--- src/rtl/flow_timeout_scanner.sv ---
// flow_timeout_scanner: periodic flow-table aging walker that issues one expire request per timed-out entry.
// Optional hard-timeout support is compiled in by defining FLOW_TIMEOUT_HARD_EN.
// Trigger to first read is 1 cycle; 2 cycles per entry; an expire holds until expire_ready.
module flow_timeout_scanner #(
  parameter int ENTRY_NUM      = 32,
  parameter int ADDR_WIDTH     = 5,
  parameter int TS_WIDTH       = 8,
  parameter int SCAN_PERIOD_MS = 100
) (
  input  logic                  asclk,
  input  logic                  aresetn,
  input  logic [TS_WIDTH-1:0]   s_counter,
  input  logic                  ms_pulse,
  input  logic                  scan_en,
  output logic                  mem_rd_en,
  output logic [ADDR_WIDTH-1:0] mem_rd_addr,
`ifdef FLOW_TIMEOUT_HARD_EN
  input  logic [4*TS_WIDTH:0]   mem_rd_data,
`else
  input  logic [2*TS_WIDTH:0]   mem_rd_data,
`endif
  input  logic                  upd_wr_en,
  input  logic [ADDR_WIDTH-1:0] upd_wr_addr,
  output logic                  expire_valid,
  output logic [ADDR_WIDTH-1:0] expire_addr,
  input  logic                  expire_ready,
`ifdef FLOW_TIMEOUT_HARD_EN
  output logic                  expire_hard,
`endif
  output logic                  scan_busy,
  output logic [15:0]           scan_overrun
);

`ifdef FLOW_TIMEOUT_HARD_EN
  localparam int DW = 1 + 4*TS_WIDTH;
`else
  localparam int DW = 1 + 2*TS_WIDTH;
`endif
  localparam int PCW = 10;
  localparam logic [PCW-1:0]        PER_LAST  = PCW'(SCAN_PERIOD_MS - 1);
  localparam logic [ADDR_WIDTH-1:0] ADDR_LAST = ADDR_WIDTH'(ENTRY_NUM - 1);

  typedef enum logic [1:0] {S_IDLE, S_RD, S_CMP, S_EXP} state_t;

  state_t                state_q, state_d;
  logic [PCW-1:0]        per_q, per_d;
  logic [ADDR_WIDTH-1:0] addr_q, addr_d;
  logic                  pending_q, pending_d;
  logic                  hz_q, hz_d;
  logic [15:0]           ovr_q, ovr_d;
  logic                  hard_q, hard_d;

  // Entry fields as returned by the stats memory in the CMP cycle
  logic                ent_valid;
  logic [TS_WIDTH-1:0] last_seen, idle_to, idle_el;
  logic                idle_hit, hard_hit;

  assign ent_valid = mem_rd_data[DW-1];
  assign last_seen = mem_rd_data[TS_WIDTH-1:0];
  assign idle_to   = mem_rd_data[2*TS_WIDTH-1:TS_WIDTH];
  // Modular subtraction keeps the age correct across seconds-counter wrap
  assign idle_el   = s_counter - last_seen;
  assign idle_hit  = ent_valid && (idle_to != '0) && (idle_el >= idle_to);

`ifdef FLOW_TIMEOUT_HARD_EN
  logic [TS_WIDTH-1:0] install_ts, hard_to, hard_el;
  assign install_ts = mem_rd_data[3*TS_WIDTH-1:2*TS_WIDTH];
  assign hard_to    = mem_rd_data[4*TS_WIDTH-1:3*TS_WIDTH];
  assign hard_el    = s_counter - install_ts;
  assign hard_hit   = ent_valid && (hard_to != '0) && (hard_el >= hard_to);
`else
  assign hard_hit   = 1'b0;
`endif

  logic upd_hit, exp_now, last_entry, trigger, start;

  // A lookup-path write to the entry under test means it was just seen; skip it this pass
  assign upd_hit    = upd_wr_en && (upd_wr_addr == addr_q);
  assign exp_now    = (idle_hit || hard_hit) && !(hz_q || upd_hit);
  assign last_entry = (addr_q == ADDR_LAST);
  assign trigger    = ms_pulse && (per_q == PER_LAST) && scan_en;
  assign start      = (state_q == S_IDLE) && (trigger || pending_q);

  // State and datapath registers
  always_ff @(posedge asclk) begin
    if (!aresetn) begin
      state_q   <= S_IDLE;
      per_q     <= '0;
      addr_q    <= '0;
      pending_q <= 1'b0;
      hz_q      <= 1'b0;
      ovr_q     <= '0;
      hard_q    <= 1'b0;
    end else begin
      state_q   <= state_d;
      per_q     <= per_d;
      addr_q    <= addr_d;
      pending_q <= pending_d;
      hz_q      <= hz_d;
      ovr_q     <= ovr_d;
      hard_q    <= hard_d;
    end
  end

  // Next-state logic of the walker
  always_comb begin
    state_d = state_q;
    case (state_q)
      S_IDLE:  if (trigger || pending_q) state_d = S_RD;
      S_RD:    state_d = S_CMP;
      S_CMP:   if (exp_now) state_d = S_EXP;
               else         state_d = last_entry ? S_IDLE : S_RD;
      S_EXP:   if (expire_ready) state_d = last_entry ? S_IDLE : S_RD;
      default: state_d = S_IDLE;
    endcase
  end

  // Period counter, entry address, pending/overrun bookkeeping and per-entry flags
  always_comb begin
    per_d     = per_q;
    addr_d    = addr_q;
    pending_d = pending_q;
    hz_d      = hz_q;
    ovr_d     = ovr_q;
    hard_d    = hard_q;
    if (ms_pulse) per_d = (per_q == PER_LAST) ? '0 : per_q + PCW'(1);
    if (start) begin
      addr_d    = '0;
      pending_d = 1'b0;
    end else if (trigger && (state_q != S_IDLE)) begin
      if (!pending_q)            pending_d = 1'b1;
      else if (ovr_q != 16'hFFFF) ovr_d    = ovr_q + 16'd1;
    end
    // Disabling scans discards a queued start; the running scan still completes
    if (!scan_en) pending_d = 1'b0;
    if (state_q == S_RD) hz_d = upd_hit;
    if (state_q == S_CMP) begin
      hard_d = hard_hit && exp_now;
      if (!exp_now && !last_entry) addr_d = addr_q + ADDR_WIDTH'(1);
    end
    if ((state_q == S_EXP) && expire_ready && !last_entry) addr_d = addr_q + ADDR_WIDTH'(1);
  end

  // Outputs decoded from the current state
  always_comb begin
    mem_rd_en    = (state_q == S_RD);
    mem_rd_addr  = addr_q;
    expire_valid = (state_q == S_EXP);
    expire_addr  = (state_q == S_EXP) ? addr_q : '0;
    scan_busy    = (state_q != S_IDLE);
    scan_overrun = ovr_q;
`ifdef FLOW_TIMEOUT_HARD_EN
    expire_hard  = (state_q == S_EXP) && hard_q;
`endif
  end

`ifndef FLOW_TIMEOUT_HARD_EN
  logic unused_hard;
  assign unused_hard = hard_q;
`endif

endmodule

--- config.mk ---
export PLATFORM = sky130hd
export DESIGN_NAME = flow_timeout_scanner
export DESIGN_NICKNAME = d
export VERILOG_FILES = /design/src/rtl/flow_timeout_scanner.sv
export SDC_FILE = /design/constraint.sdc
export NUM_CORES = 1
export LEC_CHECK = 0
export ABC_CLOCK_PERIOD_IN_PS = 4000
export BUFFER_PORTS_ARGS = -buffer_cell sky130_fd_sc_hd__buf_2
export CAP_MARGIN = 20
export CORE_ASPECT_RATIO = 1.5
export CORE_MARGIN = 3
export CORE_UTILIZATION = 53
export CTS_CLUSTER_SIZE = 25
export DETAILED_ROUTE_END_ITERATION = 12
export PLACE_DENSITY_LB_ADDON = 0.15
export SYNTH_ARGS = -nofsm -noshare
export SYNTH_HDL_FRONTEND = slang
export SYNTH_SLANG_ARGS = --single-unit
--- constraint.sdc ---
create_clock -name asclk -period 4 [get_ports asclk]
set_clock_uncertainty 0.05 [all_clocks]
set_input_delay 0 -clock asclk [delete_from_list [all_inputs] [get_ports asclk]]
set_output_delay 0 -clock asclk [all_outputs]
set_load 0.02 [all_outputs]
; Word level (Yosys, flattened, before mapping)
; Cells that the tools add are included.
[totals]
word_cells = 56
in_bits = 36
out_inout_bits = 29
ff_bits = 35
[op_classes]
bitwise = 3
mux = 11
addsub = 4
n_eq_ne = 9
order_cmp = 1
n_reduce_logical = 22
[op_table]
columns = cell, n
row1 = $mux W5, 5
row2 = $add A16 B1 Y16 const B, 1
row3 = $ne A16 B16 Y1 const B, 1
row4 = $logic_and A1 B1 Y1, 11
row5 = $add A10 B1 Y10 const B, 1
row6 = $eq A10 B7 Y1 const B, 1
row7 = $mux W10, 1
row8 = $ge A8 B8 Y1, 1
row9 = $pmux W2 S4, 1
row10 = $reduce_bool A8 Y1, 1
row11 = $sub A8 B8 Y8, 1
row12 = $mux W2, 3
row13 = $add A5 B1 Y5 const B, 1
row14 = $eq A5 B5 Y1, 1
row15 = $eq A5 B5 Y1 const B, 1
row16 = $eq A2 B2 Y1 const B, 2
row17 = $ne A2 B1 Y1 const B, 2
row18 = $reduce_and A4 Y1, 1
row19 = $logic_not A1 Y1, 3
row20 = $not A1 Y1, 3
row21 = $reduce_or A3 Y1, 1
row22 = $eq A2 B1 Y1 const B, 1
row23 = $logic_not A2 Y1, 1
row24 = $logic_or A1 B1 Y1, 2
row25 = other kinds (3), 3

; Depth between registers and ports, before layout
[depth]
depth_word = 10
ltp_mapped = 18
ltp_nobuf = 17

; Worst setup path after synthesis
; OpenSTA, ideal clock, no wires.
[synth_timing]
path_type = input port to flip-flop
start = input s_counter[0]
end = register addr_q[0], in the netlist mem_rd_addr[0]
arrival_time_ps = 2811
cell_stages = 18
n_path_buf = 1
path_slack_ps = 1024
required_ps = 3835
setup_ps = 115
path_cell_list = inv_1 > ha_1 > inv_1 > fa_1 > nand2_1 > nand2_1 > a21oi_1 > o21bai_1 > a21oi_1 > xnor2_1 > ha_1 > a41o_1 > a21oi_2 > o31ai_2 > a311o_1 > buf_6 > and3_1 > o21a_1
[synth_between]
elab_chain_len = 9
[synth_lines]
columns = element, line_no
row1 = start: declaration, 12  ; input logic [TS_WIDTH-1:0] s_counter,
row2 = $sub A8 B8 Y8, 62  ; assign idle_el = s_counter - last_seen;
row3 = $ge A8 B8 Y1, 63  ; assign idle_hit = ent_valid && (idle_to != '0) && (idle_el >= idle_to);
row4 = $logic_and A1 B1 Y1, 63
row5 = $logic_and A1 B1 Y1, 79  ; assign exp_now = (idle_hit || hard_hit) && !(hz_q || upd_hit);
row6 = $logic_not A1 Y1, 139  ; if (!exp_now && !last_entry) addr_d = addr_q + ADDR_WIDTH'(1);
row7 = $logic_and A1 B1 Y1, 139
row8 = $mux W5, 139
row9 = $mux W5, 137  ; if (state_q == S_CMP) begin
row10 = $mux W5, 141  ; if ((state_q == S_EXP) && expire_ready && !last_entry) addr_d = addr_q + ADDR_WIDTH'(1);
row11 = end signal: assignment, 97  ; addr_q <= addr_d;
row12 = end: declaration, 47  ; logic [ADDR_WIDTH-1:0] addr_q, addr_d;
; Every way passes these cells.
; A chain may end at the register's enable or synchronous reset.

; Final worst setup path
[layout_timing]
start = input s_counter[0]
end = register addr_q[3], in the netlist mem_rd_addr[3]
; The elaborated chain is that of the path after synthesis.

==> impl_metrics.csv <==
group,metric,value,unit
synth,syn_avg_cell_area,8.61,sq um
final_layout,utilization,0.658,
die,fp.dieArea,5360,sq um
sta,rsz0062_at_grt,"false",
cts,cts_made_buffers,5,
sta,hold_viol,0,
worst_setup_path,crit_required,4.13,ns
die,core,4280,sq um
sta,hold_slack,0.0520,ns
grt,grt_max_degree,29,
worst_setup_path,worstSetupPathDepth,18,
final_layout,fillers,391,
sta,min_period,3.04,ns
sta,slew_viol_final,0,
cts,clock-sinks,35,
cts,clkTransAtPathRegs,0.07,ns
synth,synth_seq_area_share,0.294,
run,cap_violations,0,
synth,syn-cell-area,2380,sq um
detailed_routing,dr.pass1.iters,4,
synth,yosysTopAreaCell,"dfxtp_1",
placement,place_area,2720,sq um
die,row_count,29,
sta,final.period_utilization,0.760,
final_layout,finalInstanceArea,2820,sq um
final_layout,syn_to_final_growth,18.1,%
grt,grt_overflow,0,
power_and_ir_drop,peakVddDrop,0.152,mV
worst_setup_path,critPathCaptureType,"register",
min_path,whs_path_depth,3,
synth,synth_area_leaders,"dfxtp_1, ha_1, xor2_1",
detailed_routing,drt_iter0_drc,72,
min_path,hold_class,"input pin to register",
power_and_ir_drop,power_leakage,1.44,nW
detailed_routing,post_drt_via_cell_ratio,5.32,
grt,antenna_found_initial,0,
synth,synthArstFlopShare,0,
die,die_w,60.8,um
detailed_routing,antenna_left,0,
cts,clock_path_buffers,2,
placement,port-buffer-count,64,
final_layout,antenna_cells,0,
outcome,status,"complete, no violations",
die,io_pins,65,
worst_setup_path,path_class,"input pin to register",
synth,syn-instance-count,277,
worst_setup_path,path_max_fanout,12,
worst_setup_path,path_cells,"buf_2 -> inv_1 -> ha_1 -> inv_1 -> fa_1 -> nand2_1 -> nand2_1 -> a21oi_1 -> o21bai_1 -> a21oi_1 -> xnor2_1 -> ha_1 -> a41o_1 -> a21oi_2 -> o31ai_2 -> a311o_1 -> and3_1 -> o31a_1",
final_layout,layout-drive-gt1-share,0.245,
grt,grtUsageTotal,0.190,
worst_setup_path,crit_arrival,3.17,ns
grt,first_global_vias,1935,
cts,cts_tree,"built",
sta,slew-limit-headroom,0.639,
sta,final.setup.tns,0,ns
detailed_routing,wl_per_cell,12.3,um
grt,grt_pass1_wl,7960,um
detailed_routing,drt_wl_total,4780,um
die,die_height,88.2,um
detailed_routing,vias,2068,
cts,clk_latency,0.28,ns
worst_setup_path,path_delay_family,"compound AO/OA/AOI/OAI gates",
synth,synth_edf_count,0,
synth,ys.flop_type,"dfxtp_1",
detailed_routing,drc_errors,0,
cts,cts_max_level,2,
sta,setup_viol,0,
synth,ys_ff_latch,35,
cts,cts_root_buf,"clkbuf_8",
synth,ys_warn_count,0,
power_and_ir_drop,power.density,259,nW/um^2
final_layout,nets,398,
worst_setup_path,worstSetupStartpointType,"input pin",
die,start_util,0.557,
placement,place_hpwl,3760,um
placement,routabilityCongestion,0.808,
sta,clock.fmax,329,MHz
worst_setup_path,reg2regPathDepth,7,
synth,synthesis.nets,333,
sta,postLayoutSetupSlackWorst,0.961,ns
sta,tightest_slew,0.539,ns
worst_setup_path,cp_slowest_cell,"a311o_1",
synth,yosysTopAreaCellShare,0.294,
cts,cts_resized,0,
worst_setup_path,cp_num_buf_inv,3,
synth,ys_types,44,
placement,pre_cts_slack,0.663,ns
worst_setup_path,cpPeakStageDelay,0.50,ns
[metrics by stage]
step / cells / power [mW]
after floorplan: 277 / 0.453
after global placement: 380 / 0.487
after detailed placement: 380 / 0.489
after CTS: 389 / 0.737
after global routing: 389 / 0.770
final: 389 / 0.730
[report_power, final]
part / total, mW / switching, mW / leakage (nW) / internal (mW)
sequential: 0.351 / 0.00164 / 0.282 / 0.350
clock: 0.249 / 0.128 / 0.0412 / 0.122
combinational: 0.130 / 0.0644 / 1.12 / 0.0652
total: 0.730 / 0.194 / 1.44 / 0.537
[area by class of cell]
type                       instances  area, sq um  share of cell area
multi-input combinational        212         1560               0.553
sequential                        35          701               0.249
timing repair buffer              65          330               0.117
inverter                          23         86.3              0.0307
clock buffer                       6         72.6              0.0258
tap                               46         57.6              0.0204
clock inverter                     2         12.5             0.00444
[per-layer routing]
metal  global-route usage  vias up  wire [um]
met1                0.202      938       2000
met2                0.358       42       2510
met4               0.0592        0         61
met5                    0        -          0
met3               0.0383        5        209
li1                     -     1083          -
[placed cells by master, fill, tap and decap left out, types with 9 or more instances in the layout]
cell and n:
buf_2 64, ha_1 19, and3_1 14, nand3_1 9
inv_1 23, and2_1 18, xnor2_1 9, nor2_1 23
xor2_1 23, nand2_1 19, dfxtp_1 35
[state kept, by name (all words and copies together), names as in the netlist]
register / count
scan_overrun: 16
per_q: 10
hz_q: 1
pending_q: 1
mem_rd_addr: 5
state_q: 2
[synthesized netlist by cell type (5+ instances only)]
master,count
xor2_1,23
nand2_1,19
inv_1,23
and3_1,14
ha_1,19
nor3_1,5
nand3_1,9
nand4_1,7
clkbuf_1,5
nor2b_1,7
dfxtp_1,35
a21oi_1,6
nor2_1,23
xnor2_1,9
and2_1,18
o21ai_0,6
[logic make-up (layout without fill, tap and decap cells)]
family	count (synthesis)	count (layout)	share of synthesized area
compound gates	33	33	0.112
xor+xnor	32	32	0.118
fa+ha+maj	20	20	0.108
buf+inv	30	96	0.0535
flops	35	35	0.294
mux	3	3	0.0126
simple gates	124	124	0.302
[path summary, 6_finish.rpt]
kind	start	to	slack, ns
hold / removal	ms_pulse	per_q[1]	0.05
setup reg to reg	mem_rd_addr[0]	mem_rd_addr[3]	1.81
hold reg to reg	per_q[8]	per_q[8]	0.48
setup / recovery	s_counter[0]	mem_rd_addr[3]	0.96
[worst reg2reg max path, cell delays in order, from the launching register on]
cell and delay, ns:
dfxtp_1 0.37, ha_1 0.25, and3_1 0.19, ha_1 0.20, nand2b_1 0.14, a311o_1 0.42
and3_1 0.23, o31a_1 0.24
[what timing repair did]
item                                   in CTS  in global routing
hold buffers                                1                  0
endpoints found under the hold margin       1                  0
buffers inserted                            0                  0
(Power assumes the default switching activity.)
